## src/rtl/fetch_pc_unit.sv

```systemverilog
// Fetch-stage program counter with IF/ID pipeline register and two-pop return reload.
// Redirect priority: return load, jump, interrupt, reset vector, hold, increment.
module fetch_pc_unit #(
    parameter int unsigned     PC_W         = 32,
    parameter logic [PC_W-1:0] RESET_VECTOR = '0,
    parameter logic [PC_W-1:0] INT_VECTOR   = PC_W'(2),
    parameter logic [15:0]     NOP          = 16'h0000
) (
    input  logic            clk,
    input  logic            rst,
    input  logic            fetch_pc_enable,
    input  logic            freeze_cu,
    input  logic            flush,
    input  logic [1:0]      pc_sel,
    input  logic [PC_W-1:0] jump_target,
    input  logic            pop_pc2,
    input  logic            pop_pc1,
    input  logic [15:0]     pop_data,
    input  logic [15:0]     instr_in,
    output logic [PC_W-1:0] pc,
    output logic [15:0]     ifid_instr,
    output logic [PC_W-1:0] ifid_pc_next,
    output logic            ret_pending
);

    localparam int unsigned HI_W = PC_W - 16;

    typedef enum logic [1:0] {
        RUN        = 2'd0,
        RET_HI     = 2'd1,
        RET_BUBBLE = 2'd2
    } state_t;

    state_t            state;
    state_t            state_next;
    logic [HI_W-1:0]   hi_reg;
    logic [HI_W-1:0]   hi_next;
    logic [PC_W-1:0]   pc_plus1;
    logic [PC_W-1:0]   pc_next;
    logic [15:0]       ifid_instr_next;
    logic [PC_W-1:0]   ifid_pc_next_next;
    logic              ret_load;

    // Return FSM and high-half capture; pop_pc1 wins over a simultaneous pop_pc2
    always_comb begin
        state_next = state;
        hi_next    = hi_reg;
        ret_load   = 1'b0;
        case (state)
            RUN: begin
                if (pop_pc1) begin
                    ret_load   = 1'b1;
                    state_next = RET_BUBBLE;
                end else if (pop_pc2) begin
                    hi_next    = pop_data[HI_W-1:0];
                    state_next = RET_HI;
                end
            end
            RET_HI: begin
                if (pop_pc1) begin
                    ret_load   = 1'b1;
                    state_next = RET_BUBBLE;
                end else if (pop_pc2) begin
                    hi_next    = pop_data[HI_W-1:0];
                end
            end
            RET_BUBBLE: state_next = RUN;
            default:    state_next = RUN;
        endcase
    end

    // PC next value
    always_comb begin
        pc_plus1 = pc + PC_W'(1);
        pc_next  = pc;
        if (ret_load) begin
            if (state == RET_HI) pc_next = {hi_reg, pop_data};
            else                 pc_next = {{HI_W{1'b0}}, pop_data};
        end else begin
            case (pc_sel)
                2'b11:   pc_next = jump_target;
                2'b10:   pc_next = INT_VECTOR;
                2'b01:   pc_next = RESET_VECTOR;
                default: pc_next = fetch_pc_enable ? pc_plus1 : pc;
            endcase
        end
    end

    // IF/ID next value: bubble beats freeze, return address tracks even on a bubble
    always_comb begin
        ifid_instr_next   = ifid_instr;
        ifid_pc_next_next = ifid_pc_next;
        if (flush || (state == RET_BUBBLE) || ret_load) begin
            ifid_instr_next   = NOP;
            ifid_pc_next_next = pc_plus1;
        end else if (!freeze_cu) begin
            ifid_instr_next   = instr_in;
            ifid_pc_next_next = pc_plus1;
        end
    end

    always_ff @(posedge clk or negedge rst) begin
        if (!rst) begin
            state        <= RUN;
            hi_reg       <= '0;
            pc           <= RESET_VECTOR;
            ifid_instr   <= NOP;
            ifid_pc_next <= '0;
            ret_pending  <= 1'b0;
        end else begin
            state        <= state_next;
            hi_reg       <= hi_next;
            pc           <= pc_next;
            ifid_instr   <= ifid_instr_next;
            ifid_pc_next <= ifid_pc_next_next;
            ret_pending  <= (state_next != RUN);
        end
    end

endmodule

```

## config.mk

```make
export PLATFORM = sky130hd
export DESIGN_NAME = fetch_pc_unit
export DESIGN_NICKNAME = d
export VERILOG_FILES = /design/src/rtl/fetch_pc_unit.sv
export SDC_FILE = /design/constraint.sdc
export NUM_CORES = 1
export LEC_CHECK = 0
export CORE_MARGIN = 2
export CORE_UTILIZATION = 30
export DETAILED_ROUTE_END_ITERATION = 10
export GPL_TIMING_DRIVEN = 0
export PLACE_DENSITY = 0.66
export SKIP_CTS_REPAIR_TIMING = 1
export SLEW_MARGIN = 20
export SYNTH_ARGS = -nofsm -noshare
export SYNTH_HDL_FRONTEND = slang
export SYNTH_SLANG_ARGS = --single-unit
```

## constraint.sdc

```tcl
create_clock -name clk -period 2.3 [get_ports clk]
set_input_delay 0.575 -clock clk [delete_from_list [all_inputs] [get_ports clk]]
set_output_delay 0.575 -clock clk [all_outputs]
set_load 0.02 [all_outputs]
```

==> results.md, run 1 <==
- Antenna viol nets, final: 0
- Syn Area/Cell: 9.514 sq um
- Worst Hold Class: input pin to async pin
- Pre-CTS WS: -1.154 ns
- DP Area: 7019 sq um
- Vias in the first global route: 4,614
- Compound-Gate Fraction of Synth Area: 0.1711
- Mux contribution to synthesized area: 0.07384
- Fillers: 1,678
- Final hold violations: 0
- Sequential cell area fraction in the yosys report: 0.4778
- Status: complete, no violations
- Vias/cell: about 5.2
- WP buf/inv: 1
- Reg2reg setup slack: between 0.09 and 0.1 ns
- Yosys warns: 0
- Cell breakdown of the critical path: buf_2, nand4_1, nor3_4, nand4_1, or4b_1, nand3_1
- Max IR drop VDD: approximately 0.38 mV
- Final worst setup slack: 0.09834 ns
- Worst slew pin tran: 0.7073 ns
- Die Ht: 135.5 um
- Yosys top cell by area: dfrtp_1
- Total grt overflow: 0
- Yosys reg bits: 99
- Max incr delay on CP: 0.51 ns
- Clock sink count: 99
- Most frequent CP cell: nand4_1
- Final core occ: 0.4377
- Routability congestion estimate: between 0.8 and 0.9
- Synthesis-to-layout area growth: 44.50%
- DPL Wire Length: 13.19 mm
- Fin cells: 939
- Total power: 5.283 mW
- Post-placement cell count: around 920
- Final setup fails: 0
- TritonCTS buffer count: 9
- Drt first pass iters: 5
- CTS tree: yes
- Mapped Cells: 545
- Worst path slowest cell: or4b_1
- Reg2reg end: pc[29]
- Die area: between 15,000 and 20,000 sq um
- Most area-consuming cells after synthesis: dfrtp_1 (48%), nor2_1 (5.6%), a21oi_1 (5.3%)
- Setup repair after global routing missed its margin: yes
- I/O pin total: 154
- Nets@finish: just under 800
- Synthesized area: 5185 sq um
- Minimum clock period: 2.202 ns
- Post-Synth Adder-Cell Area: 0.009653
- CP arrival: 2.49 ns
- 1st-iter DRT viols: 364
- H-tree depth: 3
- Worst-path clk slew: 0.07 ns
- Largest net degree at the start of global routing: 68
- Hold_ws: 0.1032 ns
- Final period utilization: 0.9572
- Synth cell types: 53
- Synth top area share: 0.4778
- Rel. slew slack: 0.5285
- Synthesized net count: a little over 600
- Critical Path Fanout Max: 8
- Synth Area in Simple Gates: 0.1848
- Final Instance Area: 7492 sq um
- Initial antenna violation count: 0
- R2R Path Start: pc[7]
- Core Area: 17,120 sq um
- Ys async rst share: 1.000
- Clock Tree Buf Depth: 2
- Crit Path Class: register to register
- WL final: 17.66 mm
- Skew final: between 0.009 and 0.01 ns
- DR WL/cell: 18.81 um
- Top Registers: ifid_pc_next (32), pc (32)
- Max frequency: 454.2 MHz
- Largest family of logic cells by synthesized area: simple AND/OR/NAND/NOR gates
- Slew Limit Fails: 0
- Crit. End Element: register
- Initial cell density of the core: 0.3029
- Vias: around 4,900
- Dominant cell by count in the synthesized netlist: dfrtp_1
- Die X: 135.5 um
- Final setup TNS: 0 ns
- Port Buffers: about 150
- Layout cell share with drive strength beyond 1: 0.1120
- Post-synth top cells: dfrtp_1 (99), nor2_1 (77), a21oi_1 (55), nand2_1 (38), clkbuf_1 (32)
- DRC Markers: 0
- Xor/xnor share of the synthesized area: 0.05068
- Startpoint Class: register
- EDFF count, synth: 0
- Worst Reg-to-Reg Cells: 6
- Aggregate global-route resource usage: 0.1916
- Worst path required time: roughly 2.6 ns
- PD cells: 705.1 nW/um^2
- Skew-Pair Late Insertion Delay: ~0.35 ns
- Pleak: 3.087 nW
- Root Buffer: clkbuf_16
- Synth Flop Type: dfrtp_1
- Rows: 48
- First-pass GRT wire length: 26.83 mm
- Ant diodes: 0
- Total of max-cap violations: 0
- Top delay family on crit path: simple AND/OR/NAND/NOR gates
-- layout make-up --
type / instances / area, sq um / share of cell area
timing repair buffer: 157 / 1598 / 0.2133
buffer: 35 / 172.7 / 0.02305
clock inverter: 6 / 90.09 / 0.01202
inverter: 5 / 18.77 / 0.002505
multi-input combinational: 403 / 2629 / 0.3509
sequential: 99 / 2477 / 0.3307
clock buffer: 9 / 225.2 / 0.03006
tap: 225 / 281.5 / 0.03758
-- worst max path at each step --
stage	from	endpoint	slack [ns]	depth (start not counted)
5_1_grt	pc[7]	pc[29]	-0.009	6
6_report	pc[7]	pc[29]	0.1	6
3_3_place_gp	rst	ifid_pc_next[26]	-3.31	1
3_5_place_dp	pc_sel[0]	pc[9]	-1.15	9
2_1_floorplan	pc_sel[0]	pc[16]	0.07	8
4_1_cts	pc_sel[0]	pc[9]	-0.80	9
-- report_power, final --
part,internal (mW),total [mW],switching [mW]
combinational,0.698,1.44,0.746
clock,0.952,1.64,0.688
sequential,1.97,2.20,0.228
total,3.62,5.28,1.66
-- cells in the final DEF, fill, tap and decap left out, drive strengths merged, types with 3 or more instances in the layout --
cell	count
a21o	3
a21oi	55
a221o	7
a221oi	7
a22o	4
a22oi	3
and2	4
and3	4
and4	6
buf	15
clkbuf	35
clkdlybuf4s50	149
dfrtp	99
ha	4
inv	6
mux2	18
mux2i	18
nand2	38
nand2b	3
nand3	16
nand4	14
nor2	77
nor3	15
nor4	5
o21ai	30
o221a	3
o2bb2ai	5
or3	6
or4b	3
xnor2	16
xor2	14
-- layer usage --
metal,share of wire,global-route usage
met1,0.46,0.2759
met4,0.024,0.07118
met3,0.061,0.03143
met5,0,0
met2,0.46,0.2896
-- logic make-up (layout without fill, tap and decap cells) --
logic type               count (synthesis)  after routing
AO/OA/AOI/OAI                          138            138
multiplexers                            36             36
XOR/XNOR                                30             30
flip-flops                              99             99
buffers and inverters                   43            212
adder cells (fa/ha/maj)                  4              4
AND/OR/NAND/NOR                        195            195
(Power assumes the default switching activity.)
==> run 2, diff against run 1 <==
--- a/config.mk
+++ b/config.mk
@@ -5,6 +5,7 @@
 export SDC_FILE = /design/constraint.sdc
 export NUM_CORES = 1
 export LEC_CHECK = 0
+export ABC_CLOCK_PERIOD_IN_PS = 2300
 export CORE_MARGIN = 2
 export CORE_UTILIZATION = 30
 export DETAILED_ROUTE_END_ITERATION = 10
==> results of run 2 <==
No change in the layout: final DEF, timing and power equal those of run 1.
